[src/rtl/movimento_ctrl.sv]
// Grid movement controller: latches direction requests and steps a position one cell per tick.
// Optional macro MOVIMENTO_WRAP_EN: stepping past an edge wraps around instead of stopping.
module movimento_ctrl #(
    parameter int GRID_W = 40,
    parameter int GRID_H = 30,
    parameter int X0     = 20,
    parameter int Y0     = 15
) (
    input  logic       clk_50,
    input  logic       rst_n,
    input  logic       N,
    input  logic       S,
    input  logic       L,
    input  logic       O,
    input  logic       tick,
    output logic [5:0] pos_x,
    output logic [4:0] pos_y,
    output logic [1:0] dir,
    output logic       moved,
    output logic       ativo,
    output logic [1:0] state_o
);

    typedef enum logic [1:0] {
        ST_IDLE = 2'd0,
        ST_RUN  = 2'd1,
        ST_STOP = 2'd2
    } state_t;

    localparam logic [1:0] D_N = 2'd0;
    localparam logic [1:0] D_S = 2'd1;
    localparam logic [1:0] D_L = 2'd2;
    localparam logic [1:0] D_O = 2'd3;

    localparam logic [6:0] X_LIM = 7'(GRID_W);
    localparam logic [5:0] Y_LIM = 6'(GRID_H);
    localparam logic [5:0] X_MAX = 6'(GRID_W - 1);
    localparam logic [4:0] Y_MAX = 5'(GRID_H - 1);

    state_t     state_q;
    logic [5:0] pos_x_q;
    logic [4:0] pos_y_q;
    logic [1:0] dir_q;
    logic [1:0] pend_q;
    logic       moved_q;
    logic       ativo_q;

    logic       req_any;
    logic [1:0] req_dir;
    logic       req_ok;
    logic [1:0] step_dir;
    logic [6:0] x_inc;
    logic [5:0] y_inc;
    logic [5:0] nx;
    logic [4:0] ny;
    logic       edge_hit;

    always_comb begin
        req_any = N | S | L | O;
        req_dir = D_O;
        if (N)      req_dir = D_N;
        else if (S) req_dir = D_S;
        else if (L) req_dir = D_L;
        // Opposite pairs differ only in bit 0 (N/S = 0/1, L/O = 2/3).
        req_ok   = req_any && (req_dir != (dir_q ^ 2'b01));
        step_dir = req_ok ? req_dir : pend_q;
    end

    always_comb begin
        x_inc    = {1'b0, pos_x_q} + 7'd1;
        y_inc    = {1'b0, pos_y_q} + 6'd1;
        nx       = pos_x_q;
        ny       = pos_y_q;
        edge_hit = 1'b0;
        case (step_dir)
            D_N: begin
                if (pos_y_q == 5'd0) begin
                    edge_hit = 1'b1;
                    ny       = Y_MAX;
                end else begin
                    ny = pos_y_q - 5'd1;
                end
            end
            D_S: begin
                if (y_inc >= Y_LIM) begin
                    edge_hit = 1'b1;
                    ny       = 5'd0;
                end else begin
                    ny = y_inc[4:0];
                end
            end
            D_L: begin
                if (x_inc >= X_LIM) begin
                    edge_hit = 1'b1;
                    nx       = 6'd0;
                end else begin
                    nx = x_inc[5:0];
                end
            end
            default: begin
                if (pos_x_q == 6'd0) begin
                    edge_hit = 1'b1;
                    nx       = X_MAX;
                end else begin
                    nx = pos_x_q - 6'd1;
                end
            end
        endcase
    end

    always_ff @(posedge clk_50 or negedge rst_n) begin
        if (!rst_n) begin
            state_q <= ST_IDLE;
            pos_x_q <= 6'(X0);
            pos_y_q <= 5'(Y0);
            dir_q   <= D_N;
            pend_q  <= D_N;
            moved_q <= 1'b0;
            ativo_q <= 1'b0;
        end else begin
            moved_q <= 1'b0;
            case (state_q)
                ST_IDLE: begin
                    if (req_any) begin
                        dir_q   <= req_dir;
                        pend_q  <= req_dir;
                        state_q <= ST_RUN;
                        ativo_q <= 1'b1;
                    end
                end
                ST_RUN: begin
                    if (tick) begin
                        dir_q  <= step_dir;
                        pend_q <= step_dir;
                        if (edge_hit) begin
`ifdef MOVIMENTO_WRAP_EN
                            pos_x_q <= nx;
                            pos_y_q <= ny;
                            moved_q <= 1'b1;
`else
                            state_q <= ST_STOP;
                            ativo_q <= 1'b0;
`endif
                        end else begin
                            pos_x_q <= nx;
                            pos_y_q <= ny;
                            moved_q <= 1'b1;
                        end
                    end else if (req_ok) begin
                        pend_q <= req_dir;
                    end
                end
                default: begin
                    state_q <= ST_STOP;
                end
            endcase
        end
    end

    assign pos_x   = pos_x_q;
    assign pos_y   = pos_y_q;
    assign dir     = dir_q;
    assign moved   = moved_q;
    assign ativo   = ativo_q;
    assign state_o = state_q;

endmodule

[config.mk]
export PLATFORM = sky130hd
export DESIGN_NAME = movimento_ctrl
export DESIGN_NICKNAME = d
export VERILOG_FILES = /design/src/rtl/movimento_ctrl.sv
export SDC_FILE = /design/constraint.sdc
export NUM_CORES = 1
export LEC_CHECK = 0
export BUFFER_PORTS_ARGS = -buffer_cell sky130_fd_sc_hd__buf_2
export CORE_MARGIN = 10
export CORE_UTILIZATION = 50
export DETAILED_ROUTE_END_ITERATION = 10
export GPL_TIMING_DRIVEN = 0
export PLACE_DENSITY = 0.74
export SLEW_MARGIN = 20
export SYNTH_ARGS = -nofsm -noshare
export SYNTH_HDL_FRONTEND = slang
export SYNTH_SLANG_ARGS = --single-unit
export TNS_END_PERCENT = 20
[constraint.sdc]
create_clock -name clk_50 -period 2.7 [get_ports clk_50]
set_clock_uncertainty 0.15 [all_clocks]
set_input_delay 0.405 -clock clk_50 [delete_from_list [all_inputs] [get_ports clk_50]]
set_output_delay 0.405 -clock clk_50 [all_outputs]
set_load 0.02 [all_outputs]
==> results_tabular.tex, run 1 <==
\begin{tabular}{lr}
\hline
Metric & Value \\
\hline
\multicolumn{2}{l}{\textbf{Setup path}} \\
Required @ worst endpoint & 2.77 ns \\
Worst path buffer plus inverter count & 0 \\
Maximum net fanout on the critical path & 8 \\
Highest cell delay on the worst timing path & 0.47 ns \\
WS Path Type & register to register \\
Startpoint of the worst-slack reg-to-reg timing path & pos\_x[0] \\
Worst endpoint data arrival time & 2.64 ns \\
Worst R2R End & pos\_y[3] \\
Category of the worst setup path launch point & register \\
CP top delay family & simple AND/OR/NAND/NOR gates \\
Critical path launch point & pos\_x[0] \\
Register-to-register setup slack & 0.14 ns \\
Endpoint of the most critical setup path & pos\_y[3] \\
Worst-path cell chain & ha\_1, and4b\_1, nand2\_1, a32oi\_2, nand2\_4, o31ai\_4, nand4\_4, mux2\_4 \\
Element type at the critical path end & register \\
Cell depth of the worst setup path & 8 \\
Max stage delay cell, worst path & dfrtp\_1 \\
Depth of the worst register-to-register path & 8 \\
\multicolumn{2}{l}{\textbf{Synth}} \\
Total number of yosys warnings & 0 \\
Sequential fraction of the synthesis area & 0.277 \\
Post-Syn Nets & 224 \\
Post-synthesis cell type count & 62 \\
Dominant synthesized flop cell & dfrtp\_1 \\
Avg Inst Size Synth & 8.25 um\^{}2 \\
FFs w/ async S/R, synth & 1.00 \\
Number of standard cells after synthesis & 211 \\
Post-Syn Area & 1740 um\^{}2 \\
EDFF count, synth & 0 \\
Flip-flop and latch count after synthesis & 19 \\
\multicolumn{2}{l}{\textbf{Detailed routing}} \\
Initial drt markers & 128 \\
Via count & 1629 \\
Routed wire length & 4040 um \\
Number of iterations in the first detailed-routing pass & 4 \\
Final antenna-violating net count & 0 \\
Vias per cell & 5.72 \\
Wire length per cell after detailed routing & 14.2 um \\
Post-detailed-route DRC marker count & 0 \\
\multicolumn{2}{l}{\textbf{Floorplanning}} \\
Placement row count & 21 \\
Width of the die & 79 um \\
Core Area & 3360 um\^{}2 \\
Initial core utilization & 0.517 \\
Area of the die & 6240 um\^{}2 \\
Number of primary I/O pins & 24 \\
Height of the die & 79 um \\
\multicolumn{2}{l}{\textbf{Min path}} \\
Hold Crit Class & primary input to register \\
Hold-critical path depth & 2 \\
\multicolumn{2}{l}{\textbf{Pwr}} \\
Maximum VDD drop & 0.625 mV \\
Leakage power & 0.000892 uW \\
Power density of the placed cells & 1130 nW/um\^{}2 \\
Total power of the final layout & 2240 uW \\
\multicolumn{2}{l}{\textbf{Clock network}} \\
Clock Latency Late Sink & 0.29 ns \\
Num Clock Sinks & 19 \\
Number of buffers on the longest clock path & 2 \\
TritonCTS buffer count & 3 \\
Number of levels the H-tree was split into & 1 \\
Clock-pin slew of the registers on the worst-case setup and hold paths & 0.10 ns \\
Clock tree from TritonCTS & yes \\
Clock root cell & clkbuf\_4 \\
\multicolumn{2}{l}{\textbf{Timing}} \\
Max Clk Rate & 390 MHz \\
Setup TNS Final & 0 ns \\
Final worst-path cycle share & 0.950 \\
Shortest clock period the worst path allows after layout & 2.56 ns \\
Worst slack on hold paths & 0.202 ns \\
Fin. max-slew vios & 0 \\
Setup repair after global routing missed its margin & yes \\
Tightest slew margin relative to the limit & 0.527 \\
Slew of the pin with the lowest slew margin & 0.704 ns \\
Final Setup Violations & 0 \\
Hold Fails Final Rpt & 0 \\
\multicolumn{2}{l}{\textbf{Layout}} \\
Number of diodes added for antenna fixing & 0 \\
Layout cell share with drive strength beyond 1 & 0.255 \\
Layout area overhead & 14.1\% \\
Post-route standard cell area excluding fillers & 1990 um\^{}2 \\
Layout net count & 253 \\
Final Core Density & 0.590 \\
\multicolumn{2}{l}{\textbf{Placed design}} \\
Final RePlAce weighted congestion & 0.865 \\
Post-DP HPWL & 3030 um \\
Total placed instance area & 1910 um\^{}2 \\
Number of input and output port buffers inserted & 23 \\
\multicolumn{2}{l}{\textbf{GRT}} \\
Overall overflow remaining after global route & 0 \\
Via count of the first global-routing pass & 1587 \\
Antenna violations before repair & 0 \\
First-pass GRT wire length & 7170 um \\
Largest net degree at the start of global routing & 20 \\
All-Layer GR Usage & 0.134 \\
\multicolumn{2}{l}{\textbf{Run status}} \\
Outcome & completed \\
\multicolumn{2}{l}{\textbf{Job}} \\
Maximum Capacitance Violations & 0 \\
\hline
\end{tabular}
==> worst register-to-register path, cell delays in order, from the launching register on <==
cell	delay (ns)
dfrtp_1	0.47
ha_1	0.32
and4b_1	0.37
nand2_1	0.09
a32oi_2	0.38
nand2_4	0.08
o31ai_4	0.09
nand4_4	0.21
mux2_4	0.33
==> through the flow <==
step	setup slack, ns	cells
2_1_floorplan	0.0709	211
3_3_place_gp	-0.135	280
3_5_place_dp	-0.169	280
4_1_cts	0.0501	285
5_1_grt	-0.00593	285
6_report	0.135	285
==> cell families after synthesis <==
logic type      after synthesis  synth area share
buf+inv                      26            0.0733
fa+ha+maj                     6            0.0431
xor+xnor                      3            0.0151
mux                           6            0.0388
compound gates               70             0.300
flops                        19             0.277
simple gates                 81             0.252
==> registers in the layout, summed over array words and instances, names as in the netlist <==
signal and count:
pos_x 6, ativo 1, dir 2, pos_y 5, state_o 2, moved 1, pend_q 2
==> worst min-delay path by stage <==
stage / slack, ns / start / end
global route: 0.19 / tick / state_o[0]
CTS: 0.19 / tick / state_o[0]
global placement: 0.22 / rst_n / dir[0]
floorplan: -0.04 / rst_n / ativo
finish: 0.20 / tick / state_o[0]
detailed placement: 0.22 / rst_n / dir[0]
==> layout by cell type (no fill, tap or decap), types with 4 or more instances in the layout <==
master     n
inv_1     13
dfrtp_1   13
nor2_1    21
a21oi_1   18
o21ai_0    6
ha_1       6
clkbuf_1   5
nor3_1     6
or3_1      6
nand2_1   19
o31ai_1    6
dfstp_2    6
o22ai_1    4
a31oi_1    4
buf_2     26
==> cells in the mapped netlist (2+ instances only) <==
| library cell | count | area (um^2) |
|---|---|---|
| a221oi_1 | 2 | 17.5 |
| o21a_1 | 3 | 22.5 |
| dfrtp_1 | 13 | 325 |
| or3_1 | 6 | 37.5 |
| or4_1 | 2 | 15.0 |
| a31oi_1 | 4 | 25.0 |
| ha_1 | 6 | 75.1 |
| nand2_1 | 19 | 71.3 |
| and3_1 | 3 | 18.8 |
| nor2b_1 | 3 | 18.8 |
| and2_1 | 3 | 18.8 |
| o21bai_1 | 2 | 15.0 |
| mux2_2 | 2 | 22.5 |
| o21ai_0 | 8 | 40.0 |
| buf_6 | 3 | 33.8 |
| mux2i_1 | 3 | 30.0 |
| nand3_1 | 3 | 15.0 |
| inv_1 | 13 | 48.8 |
| o211a_1 | 2 | 20.0 |
| buf_2 | 3 | 15.0 |
| clkbuf_1 | 6 | 22.5 |
| nor2_1 | 21 | 78.8 |
| xnor2_1 | 3 | 26.3 |
| nor4_1 | 2 | 12.5 |
| o22ai_1 | 4 | 25.0 |
| a21oi_1 | 18 | 90.1 |
| o31ai_1 | 6 | 45.0 |
| dfstp_2 | 6 | 158 |
| nand2b_1 | 3 | 18.8 |
| a211oi_1 | 2 | 15.0 |
| nor3_1 | 6 | 30.0 |
==> area by class of cell <==
class | count | area (um^2)
plain buffers | 12 | 75.1
clock buffers | 3 | 22.5
clock inverters | 1 | 5.00
fillers | 346 | 1380
inverters | 13 | 48.8
multi-input cells | 166 | 1160
flip-flops and latches | 19 | 483
well taps | 46 | 57.6
repair buffers | 25 | 133
==> where the power goes <==
group / switching (uW) / total, uW / internal, uW / leakage (uW)
clock network: 81.0 / 136 / 55.1 / 0.0000177
registers: 180 / 616 / 436 / 0.000213
logic: 893 / 1490 / 595 / 0.000661
==> routing by layer <==
layer	share of wire	GRT usage	wire length, um	up-vias
met5	0	0	0	-
met4	0.0057	0.0269	23	0
met3	0.044	0.0315	179	2
met2	0.46	0.217	1870	26
met1	0.49	0.176	1960	768
li1	-	-	-	833
==> timing repair <==
action	in CTS	in global routing
setup endpoints to repair	7	10
setup buffers	0	1
hold buffers	1	0
pin swaps	0	1
hold endpoints to repair	13	0
resized for setup	2	5
Note: power is estimated with default switching activity, not from simulation.
==> run 2, diff against run 1 <==
--- a/config.mk
+++ b/config.mk
@@ -5,6 +5,7 @@
 export SDC_FILE = /design/constraint.sdc
 export NUM_CORES = 1
 export LEC_CHECK = 0
+export ABC_AREA = 1
 export BUFFER_PORTS_ARGS = -buffer_cell sky130_fd_sc_hd__buf_2
 export CORE_MARGIN = 10
 export CORE_UTILIZATION = 50
==> run 2 against run 1 <==
Critical path type unchanged. Synthesized cell count grew 21%. Die area decreased by 1.3%. Critical endpoint is now pos_x[5]. Largest cell class unchanged. Core utilization down 0.88 points. Sequential share of layout area up 0.76 points. Global-route usage shrank 1.5 points.
==> results_tabular.tex, run 2 <==
\begin{tabular}{lr}
\hline
Metric & Value \\
\hline
\multicolumn{2}{l}{\textbf{Clock network}} \\
Clock-pin slew of the registers on the worst-case setup and hold paths & 0.10 ns (about the same) \\
Clock tree from TritonCTS & yes \\
Clock root cell & clkbuf\_4 \\
Resized Gates After CTS & 0 (-2) \\
Number of levels the H-tree was split into & 1 (unchanged) \\
Clock Latency Late Sink & 0.29 ns (about the same) \\
TritonCTS buffer count & 3 (unchanged) \\
Num Clock Sinks & 19 (unchanged) \\
Number of buffers on the longest clock path & 2 (unchanged) \\
\multicolumn{2}{l}{\textbf{Setup path}} \\
Startpoint of the worst-slack reg-to-reg timing path & pos\_y[1] \\
Worst-path cell chain & inv\_1, ha\_1, or2\_2, nand2\_1, nor2\_1, nand2\_1, nand2\_1, nand3\_2, nand2\_2, nor2\_4, nand3\_2, nand2\_1, nand2\_1 \\
Category of the worst setup path launch point & register \\
Max stage delay cell, worst path & dfstp\_2 \\
Highest cell delay on the worst timing path & 0.59 ns (+0.12 ns) \\
CP top delay family & simple AND/OR/NAND/NOR gates \\
Depth of the worst register-to-register path & 13 (+5) \\
Maximum net fanout on the critical path & 6 (-2) \\
Worst R2R End & pos\_x[5] \\
Critical Path Most Common Cell & nand2\_1 \\
Worst endpoint data arrival time & 2.53 ns (-0.11 ns) \\
Element type at the critical path end & register \\
Register-to-register setup slack & 0.22 ns (+0.09 ns) \\
Required @ worst endpoint & 2.75 ns (-0.02 ns) \\
Worst path buffer plus inverter count & 1 (+1) \\
WS Path Type & register to register \\
\multicolumn{2}{l}{\textbf{Floorplanning}} \\
Height of the die & 78.5 um (-0.68\%) \\
Width of the die & 78.5 um (-0.68\%) \\
Placement row count & 21 (unchanged) \\
Number of primary I/O pins & 24 (unchanged) \\
Core Area & 3310 um\^{}2 (-1.6\%) \\
Area of the die & 6160 um\^{}2 (-1.3\%) \\
Initial core utilization & 0.516 (-0.00123) \\
\multicolumn{2}{l}{\textbf{Run status}} \\
Outcome & completed \\
\multicolumn{2}{l}{\textbf{Timing}} \\
Shortest clock period the worst path allows after layout & 2.48 ns (-0.0852 ns) \\
Final worst-path cycle share & 0.918 (-0.0316) \\
Worst slack on hold paths & 0.207 ns (+0.00502 ns) \\
Hold Fails Final Rpt & 0 (unchanged) \\
Setup TNS Final & 0 ns (unchanged) \\
Fin. max-slew vios & 0 (unchanged) \\
Slew of the pin with the lowest slew margin & 0.424 ns (-0.280 ns) \\
Max Clk Rate & 403 MHz (+3.4\%) \\
Setup repair after global routing missed its margin & no \\
Tightest slew margin relative to the limit & 0.718 (+0.191) \\
Final Setup Violations & 0 (unchanged) \\
Worst Setup Slack, final & 0.221 ns (+0.0852 ns) \\
\multicolumn{2}{l}{\textbf{Min path}} \\
Hold Crit Class & primary input to register \\
Worst hold start & tick \\
Hold-critical path depth & 3 (+1) \\
Hold worst-path end & moved \\
\multicolumn{2}{l}{\textbf{Synth}} \\
Top-area cell type share of the netlist area & 0.190 (+0.00342) \\
Arithmetic-cell share of the synthesized area counting full adders, half adders and majority gates & 0.0439 (+0.000789) \\
Area leader, netlist & dfrtp\_1 \\
Sequential fraction of the synthesis area & 0.283 (+0.00508) \\
Multiplexer share of the synthesized area & 0 (-0.0388) \\
Flip-flop and latch count after synthesis & 19 (unchanged) \\
XOR/XNOR share of the synthesized area & 0.0461 (+0.0310) \\
Total number of yosys warnings & 0 (unchanged) \\
Top-count cell post-synth & nand2\_1 \\
Simple logic cell fraction of the synthesized area & 0.457 (+0.204) \\
Avg Inst Size Synth & 6.68 um\^{}2 (-19\%) \\
Post-synthesis cell type count & 30 (-52\%) \\
Top cells by instance count after synthesis & 80 x nand2\_1, 31 x inv\_1, 23 x nor2\_1 \\
Most area-consuming cells after synthesis & dfrtp\_1 19\%, nand2\_1 18\%, dfstp\_2 9.2\%, inv\_1 6.8\%, nand4\_1 5.5\% \\
FFs w/ async S/R, synth & 1.00 (unchanged) \\
Dominant synthesized flop cell & dfrtp\_1 \\
Post-Syn Nets & 269 (+20\%) \\
Main combinational cell family by area after synthesis & simple AND/OR/NAND/NOR gates \\
Synthesized-area fraction occupied by ao, oa, aoi and oai cells & 0.0527 (-0.247) \\
EDFF count, synth & 0 (unchanged) \\
Number of standard cells after synthesis & 256 (+21\%) \\
Post-Syn Area & 1710 um\^{}2 (-1.8\%) \\
\multicolumn{2}{l}{\textbf{GRT}} \\
Overall overflow remaining after global route & 0 (unchanged) \\
Via count of the first global-routing pass & 1511 (-4.8\%) \\
First-pass GRT wire length & 6440 um (-10\%) \\
Largest net degree at the start of global routing & 20 (unchanged) \\
Antenna violations before repair & 0 (unchanged) \\
All-Layer GR Usage & 0.119 (-0.0148) \\
\multicolumn{2}{l}{\textbf{Pwr}} \\
Leakage power & 0.00105 uW (+18\%) \\
Switching power share of the total & 0.530 (+0.0148) \\
Clock power frac & 0.061 (about the same) \\
Net switching power figure & 1240 uW (+7.7\%) \\
Power density of the placed cells & 1220 nW/um\^{}2 (+8.0\%) \\
Int Power & 1100 uW (+1.5\%) \\
Maximum VDD drop & 0.524 mV (-16\%) \\
Share of total power in combinational logic & 0.700 (+0.036) \\
Share of total power in sequential cells & 0.239 (-0.036) \\
Total power of the final layout & 2340 uW (+4.7\%) \\
\multicolumn{2}{l}{\textbf{Detailed routing}} \\
Post-detailed-route DRC marker count & 0 (unchanged) \\
Via count & 1632 (+0.18\%) \\
Wire length per cell after detailed routing & 11.0 um (-23\%) \\
Initial drt markers & 201 (+57\%) \\
Routed wire length & 3630 um (-10\%) \\
Final antenna-violating net count & 0 (unchanged) \\
Vias per cell & 4.93 (-14\%) \\
Number of iterations in the first detailed-routing pass & 4 (unchanged) \\
\multicolumn{2}{l}{\textbf{Layout}} \\
Commonest non-fill, non-tap cells in the layout & 80 x nand2\_1, 31 x inv\_1, 24 x buf\_2 \\
Commonest non-fill, non-tap cell in the layout & nand2\_1 \\
Number of diodes added for antenna fixing & 0 (unchanged) \\
Number of flip-flops in the largest register & 6 (unchanged) \\
Layout area overhead & 12.7\% \\
Layout cell share with drive strength beyond 1 & 0.235 (-0.0201) \\
Filler instances & 342 (-1.2\%) \\
Layout net count & 299 (+18\%) \\
\multicolumn{2}{l}{\textbf{Placed design}} \\
Final RePlAce weighted congestion & 0.835 (-3.5\%) \\
Post-DP HPWL & 2920 um (-3.7\%) \\
Number of input and output port buffers inserted & 23 (unchanged) \\
Pre-CTS setup slack & 0.190 ns (+0.359 ns) \\
\multicolumn{2}{l}{\textbf{Job}} \\
Maximum Capacitance Violations & 0 (unchanged) \\
\hline
\end{tabular}
[run 2: repair_timing]
item,4_1_cts,5_1_grt
setup buffers,0,1
hold endpoints to repair,13,0
setup endpoints to repair,0,5
hold buffers,1,0
[run 2: cells by family (layout without fill, tap and decap cells)]
kind of cell               count (synthesis)  after routing
AOI/OAI and AO/OA                         18             18
xor gates and xnor gates                   9              9
adders and majority gates                  6              6
buffers and inverters                     42             71
DFF                                       19             19
and+or+nand+nor                          162            162
[run 2: power groups by stage]
| stage | registers (uW) | logic (uW) | clock network [uW] |
|---|---|---|---|
| floorplan | 696 | 1140 | 0 |
| CTS | 569 | 1640 | 146 |
| global route | 581 | 1890 | 156 |
| finish | 560 | 1640 | 142 |
| global placement | 571 | 1610 | 0 |
| detailed placement | 574 | 1630 | 0 |
[run 2: metal layers]
metal	vias up	GRT usage	routed length [um]
met2	34	0.201	1710
met1	732	0.152	1730
met4	0	0.0108	0
li1	866	-	-
met5	-	0	0
met3	0	0.0330	191
[run 2: through the flow]
stage                     utilization  area (um^2)  cells
final                           0.582         1930    331
after global routing            0.582         1930    331
after floorplan                     -         1710    256
after detailed placement        0.568         1880    325
after CTS                       0.579         1920    330
after global placement          0.568         1880    325
[run 2: cell type report]
cell class | count | area [um^2] | area share
multi-input combinational | 195 | 1020 | 0.532
sequential | 19 | 483 | 0.251
timing repair buffer | 25 | 133 | 0.0689
inverter | 33 | 124 | 0.0643
buffer | 9 | 77.6 | 0.0403
tap | 46 | 57.6 | 0.0299
clock buffer | 4 | 26.3 | 0.0136
[run 2: worst max-delay path by stage]
stage / from / end / slack [ns] / cells after the start
floorplan: pos_y[0] / pos_x[0] / 0.33 / 13
global placement: pos_y[0] / pos_x[3] / 0.20 / 13
detailed placement: pos_y[0] / pos_x[5] / 0.19 / 13
CTS: pos_y[0] / pos_x[5] / 0.16 / 13
global route: pos_y[1] / pos_x[3] / 0.0006 / 13
finish: pos_y[1] / pos_x[5] / 0.22 / 13
[run 2: worst reg2reg max path, cell delays in order, from the launching register on]
cell and delay, ns:
dfstp_2 0.59, inv_1 0.09, ha_1 0.29, or2_2 0.29, nand2_1 0.07, nor2_1 0.05
nand2_1 0.07, nand2_1 0.13, nand3_2 0.12, nand2_2 0.06, nor2_4 0.17, nand3_2 0.16
nand2_1 0.09, nand2_1 0.05
==> run 3, diff against run 2 <==
--- a/config.mk
+++ b/config.mk
@@ -12,6 +12,7 @@
 export DETAILED_ROUTE_END_ITERATION = 10
 export GPL_TIMING_DRIVEN = 0
 export PLACE_DENSITY = 0.74
+export REMOVE_ABC_BUFFERS = 1
 export SLEW_MARGIN = 20
 export SYNTH_ARGS = -nofsm -noshare
 export SYNTH_HDL_FRONTEND = slang
==> run 3 against run 2 <==
Largest cell class unchanged. Flip-flop and latch count unchanged. Largest power group unchanged. Sequential power increased by 12%. Worst setup slack got worse by 0.048 ns.
==> results_tabular.tex, run 3 (synthesis results as in run 2) <==
\begin{tabular}{lr}
\hline
Metric & Value \\
\hline
\multicolumn{2}{l}{\textbf{Run status}} \\
Outcome & completed \\
\multicolumn{2}{l}{\textbf{Detailed routing}} \\
Routed wire length & 3680 um (+1.3\%) \\
Post-detailed-route DRC marker count & 0 (unchanged) \\
Initial drt markers & 174 (-13\%) \\
Wire length per cell after detailed routing & 11.2 um (+2.5\%) \\
Number of iterations in the first detailed-routing pass & 4 (unchanged) \\
Vias per cell & 4.94 (+0.23\%) \\
Via count & 1616 (-0.98\%) \\
Final antenna-violating net count & 0 (unchanged) \\
\multicolumn{2}{l}{\textbf{Timing}} \\
Max Clk Rate & 396 MHz (-1.9\%) \\
Final Setup Violations & 0 (unchanged) \\
Slew of the pin with the lowest slew margin & 0.980 ns (+0.556 ns) \\
Hold Fails Final Rpt & 0 (unchanged) \\
Tightest slew margin relative to the limit & 0.344 (-0.373) \\
Shortest clock period the worst path allows after layout & 2.53 ns (+0.0480 ns) \\
Worst slack on hold paths & 0.195 ns (-0.0117 ns) \\
Fin. max-slew vios & 0 (unchanged) \\
Worst Setup Slack, final & 0.173 ns (-0.0480 ns) \\
Final worst-path cycle share & 0.936 (+0.0178) \\
\multicolumn{2}{l}{\textbf{GRT}} \\
Antenna violations before repair & 0 (unchanged) \\
Met3 Use GR & 0.0387 (+0.00569) \\
Gr busiest metal & met2 \\
First-pass GRT wire length & 6910 um (+7.3\%) \\
Routing usage on met2 & 0.213 (+0.0123) \\
Overall overflow remaining after global route & 0 (unchanged) \\
Via count of the first global-routing pass & 1577 (+4.4\%) \\
GR met1 Demand/Resource & 0.164 (+0.0123) \\
All-Layer GR Usage & 0.129 (+0.0101) \\
Largest net degree at the start of global routing & 20 (unchanged) \\
\multicolumn{2}{l}{\textbf{Floorplanning}} \\
Area of the die & 6160 um\^{}2 (unchanged) \\
Height of the die & 78.5 um (unchanged) \\
Initial core utilization & 0.516 (unchanged) \\
Number of primary I/O pins & 24 (unchanged) \\
Width of the die & 78.5 um (unchanged) \\
Placement row count & 21 (unchanged) \\
Core Area & 3310 um\^{}2 (unchanged) \\
\multicolumn{2}{l}{\textbf{Clock network}} \\
Num Clock Sinks & 19 (unchanged) \\
Number of buffers on the longest clock path & 2 (unchanged) \\
Clock Latency Late Sink & 0.30 ns (about the same) \\
Clock-pin slew of the registers on the worst-case setup and hold paths & 0.11 ns (about the same) \\
Clock root cell & clkbuf\_4 \\
Number of levels the H-tree was split into & 1 (unchanged) \\
TritonCTS buffer count & 3 (unchanged) \\
Clock tree from TritonCTS & yes \\
\multicolumn{2}{l}{\textbf{Placed design}} \\
Pre-CTS setup slack & -0.0731 ns (-0.263 ns) \\
Post-DP HPWL & 2790 um (-4.3\%) \\
Placed Cells & 316 (-2.8\%) \\
Total placed instance area & 1800 um\^{}2 (-4.1\%) \\
Final RePlAce weighted congestion & 0.842 (+0.74\%) \\
Number of input and output port buffers inserted & 23 (unchanged) \\
\multicolumn{2}{l}{\textbf{Setup path}} \\
Critical path launch point & pos\_y[0] \\
Worst endpoint data arrival time & 2.62 ns (+0.09 ns) \\
Required @ worst endpoint & 2.79 ns (+0.04 ns) \\
Category of the worst setup path launch point & register \\
Maximum net fanout on the critical path & 6 (unchanged) \\
WS Path Type & register to register \\
Startpoint of the worst-slack reg-to-reg timing path & pos\_y[0] \\
Element type at the critical path end & register \\
\multicolumn{2}{l}{\textbf{Layout}} \\
Number of flip-flops in the largest register & 6 (unchanged) \\
Layout net count & 295 (-1.3\%) \\
Post-route standard cell area excluding fillers & 1900 um\^{}2 (-1.5\%) \\
Layout area overhead & 11.0\% \\
Number of diodes added for antenna fixing & 0 (unchanged) \\
Filler instances & 354 (+3.5\%) \\
Final Non-Filler Cells & 327 (-1.2\%) \\
Commonest non-fill, non-tap cell in the layout & nand2\_1 \\
Final Core Density & 0.573 (-0.00869) \\
Commonest non-fill, non-tap cells in the layout & 79 x nand2\_1, 31 x inv\_1, 23 x nor2\_1, 23 x buf\_2, 16 x nand3\_1 \\
Layout cell share with drive strength beyond 1 & 0.231 (-0.00377) \\
\multicolumn{2}{l}{\textbf{Min path}} \\
Hold Crit Class & primary input to register \\
Worst hold start & tick \\
\multicolumn{2}{l}{\textbf{Pwr}} \\
Power density of the placed cells & 1220 nW/um\^{}2 (about the same) \\
Leakage power & 0.00103 uW (-2.3\%) \\
Maximum VDD drop & 0.642 mV (+23\%) \\
\multicolumn{2}{l}{\textbf{Job}} \\
Maximum Capacitance Violations & 0 (unchanged) \\
\hline
\end{tabular}
==> run 3: cell type report <==
| type | instances | area, um^2 | share of cell area |
|---|---|---|---|
| clock buffer | 3 | 22.5 | 0.0119 |
| timing repair buffer | 30 | 170 | 0.0897 |
| inverter | 33 | 124 | 0.0653 |
| clock inverter | 1 | 5.00 | 0.00264 |
| sequential | 19 | 483 | 0.255 |
| tap | 46 | 57.6 | 0.0303 |
| multi-input combinational | 195 | 1030 | 0.546 |
==> run 3: path summary, 6_finish.rpt <==
check                                end  slack (ns)  depth (start not counted)
worst max-delay path            pos_y[3]        0.17                         13
worst min-delay path               moved        0.20                          3
worst max register to register  pos_y[3]        0.17                         13
worst min register to register     ativo        0.33                          2
max in group asynchronous       pos_y[0]        1.66                          2
min in group asynchronous       pos_x[1]        0.41                          2
==> run 3: per-stage QoR <==
step	total power [uW]	setup TNS, ns
floorplan	1750	0
global placement	2080	-0.147
detailed placement	2100	-0.323
CTS	2300	0
global route	2610	-0.00537
finish	2310	0
==> run 3: critical path, cell delays in order, from the launching register on <==
cell     delay [ns]
dfstp_2        0.59
inv_1          0.08
ha_1           0.32
or2_2          0.30
nand2_1        0.07
nor2_1         0.05
nand2_1        0.08
nand2_2        0.09
nand3_2        0.10
nand2_2        0.06
nor2_4         0.21
buf_4          0.17
nand4_1        0.08
nand2_1        0.13
==> run 3: metal layers <==
layer  routed length (um)  part of all wire
met5                    0                 0
met4                   13            0.0035
met3                  166             0.045
met2                 1700              0.46
met1                 1790              0.49
==> run 3: power by group <==
group          internal, uW  total [uW]  switching [uW]
sequential              445         627             182
combinational           571        1540             970
clock                  55.3         142            87.0
total                  1070        2310            1240
==> run 3: timing repair <==
item	CTS	global route
pin swaps	1	1
endpoints found under the setup margin	7	14
gates resized for setup	0	2
hold buffers	1	0
setup buffers	4	2
endpoints found under the hold margin	13	0
cloned	0	0
